File: config.mk
export PLATFORM = sky130hd
export DESIGN_NAME = multi_ch_counter
export DESIGN_NICKNAME = d
export VERILOG_FILES = /design/src/rtl/multi_ch_counter_pkg.sv /design/src/rtl/multi_ch_counter_chan.sv /design/src/rtl/multi_ch_counter.sv
export SDC_FILE = /design/constraint.sdc
export NUM_CORES = 1
export LEC_CHECK = 0
export CAP_MARGIN = 10
export CELL_PAD_IN_SITES_DETAIL_PLACEMENT = 0
export CELL_PAD_IN_SITES_GLOBAL_PLACEMENT = 1
export CORE_MARGIN = 3
export CORE_UTILIZATION = 35
export CTS_CLUSTER_DIAMETER = 40
export DETAILED_ROUTE_END_ITERATION = 16
export GPL_ROUTABILITY_DRIVEN = 0
export PLACE_DENSITY_LB_ADDON = 0.2
export SLEW_MARGIN = 0
export SYNTH_ARGS = -nofsm -noshare
export SYNTH_HDL_FRONTEND = slang
export SYNTH_HIERARCHICAL = 1
export SYNTH_SLANG_ARGS = --single-unit
File: constraint.sdc
create_clock -name clk -period 8.15 [get_ports clk]
set_input_delay 2.445 -clock clk [delete_from_list [all_inputs] [get_ports clk]]
set_output_delay 2.445 -clock clk [all_outputs]
set_load 0.02 [all_outputs]
File: src/rtl/multi_ch_counter_pkg.sv
// multi_ch_counter_pkg
// Shared definitions for the multi-channel counter: parameter bounds,
// per-channel mode encodings, channel state encodings and a helper that
// folds the reserved mode code onto wrap.
package multi_ch_counter_pkg;

   localparam int NUM_CH_MIN = 1;
   localparam int NUM_CH_MAX = 16;
   localparam int WIDTH_MIN  = 2;
   localparam int WIDTH_MAX  = 32;
   localparam int PRESCALE_W = 8;

   typedef enum logic [1:0] {
      MODE_WRAP     = 2'b00,
      MODE_SATURATE = 2'b01,
      MODE_ONE_SHOT = 2'b10,
      MODE_RESERVED = 2'b11
   } mode_e;

   typedef enum logic [1:0] {
      ST_IDLE = 2'b00,
      ST_RUN  = 2'b01,
      ST_DONE = 2'b10
   } chan_state_e;

   // The reserved code behaves exactly like wrap.
   function automatic mode_e decode_mode(input logic [1:0] raw);
      mode_e m;
      m = mode_e'(raw);
      if (m == MODE_RESERVED) m = MODE_WRAP;
      return m;
   endfunction

endpackage

File: src/rtl/multi_ch_counter_chan.sv
// counter_chan
// One counter channel with IDLE/RUN/DONE control, programmable step,
// terminal value and reload value, registered terminal-count pulse and a
// sticky interrupt status bit.
// Ports:
//   clk, sreset_n            clock, synchronous active-low reset
//   tick                     count qualifier (clken, optionally prescaled)
//   start, stop, clear       control strobes, priority clear > stop > start
//   mode[1:0]                00 wrap, 01 saturate, 10 one-shot, 11 wrap
//   step, limit, clear_value increment, terminal value, reload value
//   irq_clr                  clears irq_status (a simultaneous set wins)
//   count_value, running     counter value, high while in RUN
//   tc_pulse, irq_status     one-cycle terminal pulse, sticky status
module counter_chan
   import multi_ch_counter_pkg::*;
#(
   parameter int WIDTH = 16
) (
   input  logic             clk,
   input  logic             sreset_n,
   input  logic             tick,
   input  logic             start,
   input  logic             stop,
   input  logic             clear,
   input  logic [1:0]       mode,
   input  logic [WIDTH-1:0] step,
   input  logic [WIDTH-1:0] limit,
   input  logic [WIDTH-1:0] clear_value,
   input  logic             irq_clr,
   output logic [WIDTH-1:0] count_value,
   output logic             running,
   output logic             tc_pulse,
   output logic             irq_status
);

   chan_state_e      state, state_next;
   logic [WIDTH-1:0] count_q, count_next;
   logic             tc_next;
   mode_e            mode_sel;

   // State, counter, terminal pulse and sticky status registers.
   always_ff @(posedge clk) begin
      if (!sreset_n) begin
         state      <= ST_IDLE;
         count_q    <= '0;
         tc_pulse   <= 1'b0;
         irq_status <= 1'b0;
      end else begin
         state      <= state_next;
         count_q    <= count_next;
         tc_pulse   <= tc_next;
         irq_status <= tc_pulse | (irq_status & ~irq_clr);
      end
   end

   // Next state and count. Strobes act on every edge regardless of tick;
   // start inside RUN is ignored so counting carries on that cycle.
   // A limit that is stepped over is not a terminal event: the sum simply
   // wraps modulo 2^WIDTH.
   always_comb begin
      state_next = state;
      count_next = count_q;
      tc_next    = 1'b0;
      mode_sel   = decode_mode(mode);
      if (clear) begin
         count_next = clear_value;
         if (state == ST_DONE) state_next = ST_IDLE;
      end else if (stop) begin
         if (state == ST_RUN) state_next = ST_IDLE;
      end else if (start && state != ST_RUN) begin
         if (state == ST_DONE) count_next = clear_value;
         state_next = ST_RUN;
      end else if (state == ST_RUN && tick) begin
         if (count_q == limit) begin
            tc_next = 1'b1;
            case (mode_sel)
               MODE_SATURATE: state_next = ST_DONE;
               MODE_ONE_SHOT: begin
                  count_next = clear_value;
                  state_next = ST_IDLE;
               end
               default: count_next = clear_value;
            endcase
         end else begin
            count_next = count_q + step;
         end
      end
   end

   assign count_value = count_q;
   assign running     = (state == ST_RUN);

endmodule

File: src/rtl/multi_ch_counter.sv
// multi_ch_counter
// NUM_CH independent counter channels sharing one count enable, with a
// masked interrupt output.
// Build option: define MULTI_CH_COUNTER_PRESCALE_EN to add the 8-bit
// prescale input and a shared prescaler issuing one tick per prescale+1
// clken cycles. Without it every clken cycle is a tick.
// Ports:
//   clk, sreset_n                 clock, synchronous active-low reset
//   clken                         global count enable
//   prescale                      (option only) tick divider minus one
//   start, stop, clear            per-channel control strobes
//   mode                          2 bits per channel
//   step, limit, clear_value      WIDTH bits per channel
//   count_value                   WIDTH bits per channel
//   running, tc_pulse             per-channel status
//   irq_mask, irq_clr, irq_status per-channel interrupt control/status
//   irq                           OR of masked irq_status
module multi_ch_counter
   import multi_ch_counter_pkg::*;
#(
   parameter int NUM_CH = 4,
   parameter int WIDTH  = 16
) (
   input  logic                    clk,
   input  logic                    sreset_n,
   input  logic                    clken,
`ifdef MULTI_CH_COUNTER_PRESCALE_EN
   input  logic [PRESCALE_W-1:0]   prescale,
`endif
   input  logic [NUM_CH-1:0]       start,
   input  logic [NUM_CH-1:0]       stop,
   input  logic [NUM_CH-1:0]       clear,
   input  logic [2*NUM_CH-1:0]     mode,
   input  logic [NUM_CH*WIDTH-1:0] step,
   input  logic [NUM_CH*WIDTH-1:0] limit,
   input  logic [NUM_CH*WIDTH-1:0] clear_value,
   output logic [NUM_CH*WIDTH-1:0] count_value,
   output logic [NUM_CH-1:0]       running,
   output logic [NUM_CH-1:0]       tc_pulse,
   input  logic [NUM_CH-1:0]       irq_mask,
   input  logic [NUM_CH-1:0]       irq_clr,
   output logic [NUM_CH-1:0]       irq_status,
   output logic                    irq
);

   logic tick;

`ifdef MULTI_CH_COUNTER_PRESCALE_EN
   logic [PRESCALE_W-1:0] presc_cnt;

   // The >= compare lets the divider recover at once if prescale is
   // lowered below the current count.
   assign tick = clken && (presc_cnt >= prescale);

   // Prescaler advances only on clken cycles, restarting after each tick.
   always_ff @(posedge clk) begin
      if (!sreset_n) begin
         presc_cnt <= '0;
      end else if (clken) begin
         presc_cnt <= tick ? '0 : presc_cnt + 1'b1;
      end
   end
`else
   assign tick = clken;
`endif

   for (genvar c = 0; c < NUM_CH; c++) begin : g_chan
      counter_chan #(.WIDTH(WIDTH)) u_chan (
         .clk         (clk),
         .sreset_n    (sreset_n),
         .tick        (tick),
         .start       (start[c]),
         .stop        (stop[c]),
         .clear       (clear[c]),
         .mode        (mode[2*c +: 2]),
         .step        (step[c*WIDTH +: WIDTH]),
         .limit       (limit[c*WIDTH +: WIDTH]),
         .clear_value (clear_value[c*WIDTH +: WIDTH]),
         .irq_clr     (irq_clr[c]),
         .count_value (count_value[c*WIDTH +: WIDTH]),
         .running     (running[c]),
         .tc_pulse    (tc_pulse[c]),
         .irq_status  (irq_status[c])
      );
   end

   assign irq = |(irq_status & irq_mask);

endmodule

Word level (Yosys, flattened, before mapping). Index checks and enable logic that the tools add are counted.

Reduce and logical (&&, ||, !) cells: 37. Bitwise gates (word level): 18. Add/subtract/negate cells: 4. Eq/ne operators: 48. Mux-type cells: 68.

Operator list (number): $mux 16 (28); $add 16x16->16 (4); $eq 16x16->1 (4); $mux 2 (32); $reduce_bool 4->1 (8); $eq 2x2->1 const B (12); $ne 2x1->1 const B (12); $reduce_and 5->1 (4); $reduce_bool 5->1 (4); $reduce_or 5->1 (4); $eq 2x1->1 const B (8); $ne 4x3->1 const B (4); $pmux 2 s2 (4); $reduce_and 4->1 (4); $ne 3x1->1 const B (4); $ne 3x2->1 const B (4); $reduce_bool 3->1 (4); $not 1->1 (9); $logic_and 1x1->1 (8); $and 1x1->1 (4); $and 4x4->4 (1); $mux 1 (4); $or 1x1->1 (4); $reduce_or 4->1 (1).

Register bits after elaboration: 80. Output and inout port bits: 77. Word-level logic and storage cells: 191. Input bits: 223.

Depth between registers and ports, before layout. Gate-level depths: netlist of the first run.

Depth after elaboration: 9. Depth in mapped cells: 8.

Hierarchy. The synthesis of the first run kept the hierarchy.

Modules (own cells, without submodules): counter_chan at g_chan[1].u_chan ... (instances 3, area an instance 1934.4 um^2, sequential area each 400.4 um^2, cells an instance 232); counter_chan at g_chan[0].u_chan (instances 1, area an instance 1926.8 um^2, sequential area each 400.4 um^2, cells an instance 238); multi_ch_counter (instances 1, area an instance 18.8 um^2, sequential area each 0.0 um^2, cells an instance 3).

Worst setup path after synthesis of the first run. No wires, ideal clock.

Kind: input to output. Start point: input irq_mask[0]. End point: output irq. Data required time: 5.705 ns. Cell stages on the path: 2. Path buffers: 0. Data arrival time: 2.749 ns. Path slack: 2.956 ns. Cell sequence: a22oi_1 > nand2_1.

Longest elaborated chain between the ends: 2.

Ends and longest elaborated chain: start, declared (line multi_ch_counter.sv:40) `input logic [NUM_CH-1:0] irq_mask,`; $and 4x4->4 (line multi_ch_counter.sv:87) `assign irq = |(irq_status & irq_mask);`; $reduce_or 4->1 (line multi_ch_counter.sv:87); end, declared (line multi_ch_counter.sv:43) `output logic irq`.

Every way passes these cells.

Worst setup path in the final report of the first run. Same ends and word-level chain as after synthesis.

==> summary.md, run 1 <==
| Metric | Value |
|---|---|
| Cell variety after synth | `69` |
| Syn_nets | `1224` |
| Final hold vios | `0` |
| Die area | `24000 um2` |
| Global route overflow | `0` |
| Unrepaired setup endpoints after global routing | `no` |
| Clk network pwr share | `30.8%` |
| DP Area | `11000 um2` |
| Final WL | `26300 um` |
| DPL Wire Length | `20900 um` |
| Worst-case clock buffer depth | `2` |
| Nets@finish | `1514` |
| Final instance count without filler cells | `1507` |
| Synth Cell Area | `7750 um2` |
| Cell Chain, Critical Path | `clkdlybuf4s50_1 > a22oi_1 > nand2_1 > clkdlybuf4s50_1` |
| Num CTS Buffers | `9` |
| Placeable Area | `21400 um2` |
| Vias per std cell | `5.37` |
| Design area | `11300 um2` |
| Share of layout cells above drive strength 1 | `5.28%` |
| Sequential share of the synthesized area | `20.7%` |
| Tot Pwr | `1640 uW` |
| Initial antenna violation count | `0` |
| Die Wd | `155 um` |
| Startpoint Class | `input pin` |
| CTS Hold Bufs | `0` |
| Placed Instances | `1491` |
| DR WL/cell | `17.5 um` |
| CTS-repair resized insts | `0` |
| Drt drc | `0` |
| Worst Max-Slew Pin Slew | `1.11 ns` |
| Num ports | `300` |
| Worst path bufs/invs | `2` |
| Critical path's most frequent cell | `clkdlybuf4s50_1` |
| Setup violators final | `0` |
| Max IR drop VDD | `0.0873 mV` |
| Sequential share of power | `28.4%` |
| H-tree lvl count | `3` |
| Ant diodes | `0` |
| PwrDens | `145 nW/um2` |
| Max Clock Skew | `0.0111 ns` |
| Port bufs | `299` |
| CTS tree | `yes` |
| Sw power | `558 uW` |
| Avg Cell Area, Syn | `8.27 um2` |
| Worst skew pair latency | `0.35 ns` |
| Drt first pass iters | `5` |
| Antenna Nets Post-Route | `0` |
| Starting Density | `36.3%` |
| Relative slew margins | `26.2%` |
| Period Utilization, post-route | `78.3%` |
| Setup tns final | `0 ns` |
| Mapped Cells | `937` |
| Largest net degree at the start of global routing | `46` |
| Number of enable flip-flop cells after synthesis | `0` |
| WS Path Type | `input pin to output port` |
| Comb power frac | `40.8%` |
| WP data arrival | `3.94 ns` |
| Worst Path Required | `5.71 ns` |
| Cell Rows | `53` |
| Vias | `8086` |
| Height of the die | `155 um` |
| Total track usage | `21.0%` |
| Status | `finished clean` |
| Cell family with the largest share of critical-path delay | `buffers and inverters` |
| Post-synthesis async set-or-reset flop share | `0%` |
| Post-CTS Repair Setup Buffers | `0` |
| Vias in the first global route | `7746` |
| Slowest CP cell | `clkdlybuf4s50_1` |
| Ys Warns | `6` |
| Clock Sink Count | `80` |
| First-pass GRT wire length | `41100 um` |
| Hold slack | `0.477 ns` |
| Synth Flop Type | `dfxtp_1` |
| Synthesis-to-layout area growth | `45.9%` |
| Reg clk slew, reported paths | `0.07 ns` |
| Highest clock rate | `157 MHz` |
| Pint | `1080 uW` |
| Worst path max stage delay | `0.55 ns` |
| Max_cap viols | `0` |
| Min Tclk post-route | `6.38 ns` |
| Worst hold path class | `flip-flop to flip-flop` |
| Maximum fanout along the worst path | `1` |
| Slew Viols, Final | `0` |
| Post-synthesis register bit count | `80` |
| Switching share of power | `34.1%` |
| Root buf cell | `clkbuf_16` |
| Iter 0 DRT Violations | `388` |
| Leakage power total | `0.00467 uW` |
| Critical Path Sink Type | `output port` |
-- power by group through the flow --
stage / clock network, uW / registers (uW) / logic, uW
after floorplan: 0 / 497 / 378
after global placement: 0 / 475 / 660
after detailed placement: 0 / 475 / 664
after CTS: 518 / 466 / 669
after global routing: 529 / 471 / 733
final: 505 / 466 / 668
-- cells in the final DEF (no fill, tap or decap), drive strengths merged, types with 13 or more instances in the layout --
cell / netlist / layout
nor2: 60 / 60
a21oi: 80 / 80
a21o: 26 / 26
a211oi: 29 / 29
ha: 60 / 60
nor3: 17 / 17
inv: 36 / 36
dfxtp: 80 / 80
or2: 13 / 13
xor2: 76 / 76
mux2i: 51 / 51
nand4: 15 / 15
o21ai: 59 / 59
nand3: 17 / 17
nor4: 21 / 21
nand2: 49 / 49
clkdlybuf4s50: 0 / 298
o211ai: 15 / 15
xnor2: 29 / 29
a31oi: 20 / 20
-- per-stage QoR --
stage	setup WS [ns]	util [%]
floorplan	2.96	-
global placement	1.74	51.3
detailed placement	1.74	51.3
CTS	1.74	53.0
global route	1.68	53.0
finish	1.77	53.0
-- layout make-up --
| class | instances | area (um2) |
|---|---|---|
| timing repair buffer | 303 | 3020 |
| clock buffer | 11 | 253 |
| sequential | 80 | 1600 |
| inverter | 37 | 139 |
| fill | 2072 | 10000 |
| tap | 275 | 344 |
| clock inverter | 5 | 103 |
| multi-input combinational | 796 | 5850 |
-- logic make-up (layout without fill, tap and decap cells) --
group                    after synthesis  count (layout)  synth area share [%]
AO/OA/AOI/OAI                        310             310                  26.7
AND/OR/NAND/NOR                      266             266                  19.5
XOR/XNOR                             105             105                  11.9
flip-flops                            80              80                  20.7
adder cells (fa/ha/maj)               64              64                  10.7
buffers and inverters                 61             356                  3.94
multiplexers                          51              51                  6.59
-- registers in the layout (all words and copies together) (netlist names) --
signal and count:
g_chan.u_chan/irq_status 4, g_chan.u_chan/state 8, g_chan.u_chan/tc_pulse 4, g_chan.u_chan/count_value 64
-- path summary, 6_finish.rpt --
path                                           end                       startpoint  cells past startpoint  slack, ns
setup reg to reg  g_chan[3].u_chan/count_value[13]  g_chan[3].u_chan/count_value[1]                      6       5.35
hold / removal         g_chan[2].u_chan/irq_status        g_chan[2].u_chan/tc_pulse                      2       0.48
hold reg to reg        g_chan[2].u_chan/irq_status        g_chan[2].u_chan/tc_pulse                      2       0.48
setup / recovery                               irq                      irq_mask[0]                      4       1.77
-- tightest hold or removal path: stages, from the launching register on --
cell and delay, ns:
dfxtp_1 0.34, a21oi_1 0.04, nor2_1 0.07
-- synth_stat cells (all sizes together) (10+ instances only) --
library cell   n  area, um2
a21o          26        199
mux2i         51        510
nor3          17       85.1
o21ai         59        295
a31oi         20        125
o211ai        15        113
nor4          21        188
inv           36        135
nand3         17       85.1
dfxtp         80       1600
nand2         49        199
buf           14        129
xor2          76        666
nor2          60        225
and4          11       96.3
ha            60        751
nand2b        11       68.8
a21oi         80        404
nand4         15        113
a211oi        29        238
xnor2         29        254
or2           13       81.3
clkbuf        10       37.5
-- layer usage --
metal | share of wire [%] | vias to the layer above | track usage (%)
met5 | 0 | - | 0
met2 | 47 | 228 | 34.9
li1 | - | 4129 | -
met3 | 5.3 | 16 | 3.83
met1 | 47 | 3713 | 28.7
met4 | 1.1 | 0 | 4.16
No activity file was read; power rests on OpenSTA's default activity.
==> run 2, diff against run 1 <==
- CORE_UTILIZATION: 35 -> 29
- clock period: 8.15 -> 5.1 ns (I/O delays scaled with it)
==> run 2 against run 1 <==
  * First-iteration DRC count fell by 6.2%
  * Combinational power rose by 60%
  * Clock skew rose by 0.0016 ns
  * Clock power rose by 38%
  * Global-route usage fell by 3.2 points
  * Design area rose by 0.46%
  * Flip-flop and latch count did not move
  * Total power rose by 53%
  * Clock-buffer cell count did not move
  * Non-clock buffer count rose by 3
  * Wire length rose by 1.7%
  * Critical endpoint unchanged
  * Largest cell class unchanged
  * Largest power group unchanged
==> summary.md, run 2 (synthesized netlist as in run 1, its figures left out) <==
| Metric | Value |
|---|---|
| Worst-case clock buffer depth | `2` |
| Global route overflow | `0` |
| Critical path's most frequent cell | `clkdlybuf4s50_1` |
| Largest register FFs | `64` |
| Max Clock Skew | `0.0127 ns` |
| DPL Wire Length | `21700 um` |
| Filler Cells Inserted | `2601` |
| Largest net degree at the start of global routing | `38` |
| Sequential cell area | `1600 um2` |
| H-tree lvl count | `3` |
| Post-layout util | `43.5%` |
| Port bufs | `299` |
| WS Path Type | `input pin to output port` |
| Worst hold path class | `flip-flop to flip-flop` |
| Drt drc | `0` |
| CTS Hold Bufs | `0` |
| Starting Density | `29.7%` |
| Worst skew pair latency | `0.35 ns` |
| Clock Sink Count | `80` |
| PwrDens | `221 nW/um2` |
| Iter 0 DRT Violations | `364` |
| Post-CTS Repair Setup Buffers | `0` |
| Vias per std cell | `5.11` |
| Relative slew margins | `53.3%` |
| Height of the die | `169 um` |
| First-pass GRT wire length | `41300 um` |
| Maximum fanout along the worst path | `1` |
| Min Tclk post-route | `4.41 ns` |
| Highest clock rate | `227 MHz` |
| Num CTS Buffers | `9` |
| Antenna Nets Post-Route | `0` |
| Worst Max-Slew Pin Slew | `0.701 ns` |
| Startpoint Class | `input pin` |
| Unrepaired setup endpoints after global routing | `no` |
| Leakage power total | `0.00466 uW` |
| CTS-repair resized insts | `0` |
| Final hold vios | `0` |
| Most frequent cells in the layout | `298 x clkdlybuf4s50_1, 80 x dfxtp_1, 79 x a21oi_1` |
| Root buf cell | `clkbuf_16` |
| Max_cap viols | `0` |
| Max IR drop VDD | `0.115 mV` |
| Worst Path Required | `3.57 ns` |
| DR WL/cell | `17.0 um` |
| Period Utilization, post-route | `86.5%` |
| Multi-input gate area | `5850 um2` |
| Setup tns final | `0 ns` |
| Slew Viols, Final | `0` |
| Reg clk slew, reported paths | `0.06 ns` |
| Die Wd | `169 um` |
| Setup violators final | `0` |
| WP data arrival | `2.88 ns` |
| Nets@finish | `1517` |
| Synthesis-to-layout area growth | `46.6%` |
| Status | `finished clean` |
| Num ports | `300` |
| Vias | `8025` |
| Initial antenna violation count | `1` |
| Share of layout cells above drive strength 1 | `5.51%` |
| Critical Path Sink Type | `output port` |
| Die area | `28700 um2` |
| Commonest non-fill, non-tap cell in the layout | `clkdlybuf4s50_1` |
| Worst path max stage delay | `0.59 ns` |
| Final WL | `26800 um` |
| Cell Rows | `59` |
| Vias in the first global route | `7702` |
| Drt first pass iters | `4` |
| Placeable Area | `26100 um2` |
| Total track usage | `17.8%` |
| Slowest CP cell | `clkdlybuf4s50_1` |
| Cell Chain, Critical Path | `clkdlybuf4s50_1 > a22oi_1 > buf_4 > nand2_1 > clkdlybuf4s50_1` |
| CTS tree | `yes` |
==> run 2: final timing paths <==
kind	startpoint	end	slack, ns	cells after the start
worst max-delay path	irq_mask[0]	irq	0.69	5
worst min-delay path	g_chan[3].u_chan/state[1]	g_chan[3].u_chan/state[1]	0.48	2
worst max register to register	g_chan[0].u_chan/count_value[3]	g_chan[0].u_chan/count_value[15]	2.38	7
worst min register to register	g_chan[3].u_chan/state[1]	g_chan[3].u_chan/state[1]	0.48	2
==> run 2: layout make-up <==
cell class | count | share of cell area (%)
Clock buffer | 11 | 2.22
Tap cell | 335 | 3.69
Inverter | 37 | 1.22
Antenna cell | 1 | 0.0220
Timing Repair Buffer | 306 | 26.8
Sequential cell | 80 | 14.1
Clock inverter | 5 | 0.485
Multi-Input combinational cell | 796 | 51.5
==> run 2: worst max-delay path, delay by kind of cell <==
family	cells	cell delay, ns
AO/OA/AOI/OAI	1	0.08
buffers and inverters	3	1.21
AND/OR/NAND/NOR	1	0.06
==> run 2: power breakdown <==
part | internal (uW) | switching, uW | total (uW)
registers | 674 | 68.6 | 742
clock network | 405 | 293 | 698
logic | 548 | 522 | 1070
==> run 2: metrics by stage <==
step	setup slack (ns)	hold slack [ns]	cells	instance area, um2	total power [uW]
floorplan	1.47	0.446	937	7750	1400
global placement	0.687	0.463	1554	11000	1830
detailed placement	0.683	0.472	1554	11000	1830
CTS	0.684	0.481	1570	11400	2550
global route	0.613	0.506	1571	11400	2670
finish	0.689	0.476	1571	11400	2510
==> run 2: routing by layer <==
metal / global-route usage (%) / share of wire (%)
met5: 0 / 0
met2: 29.6 / 46
met4: 4.55 / 1.4
met1: 24.4 / 47
met3: 2.49 / 4.9
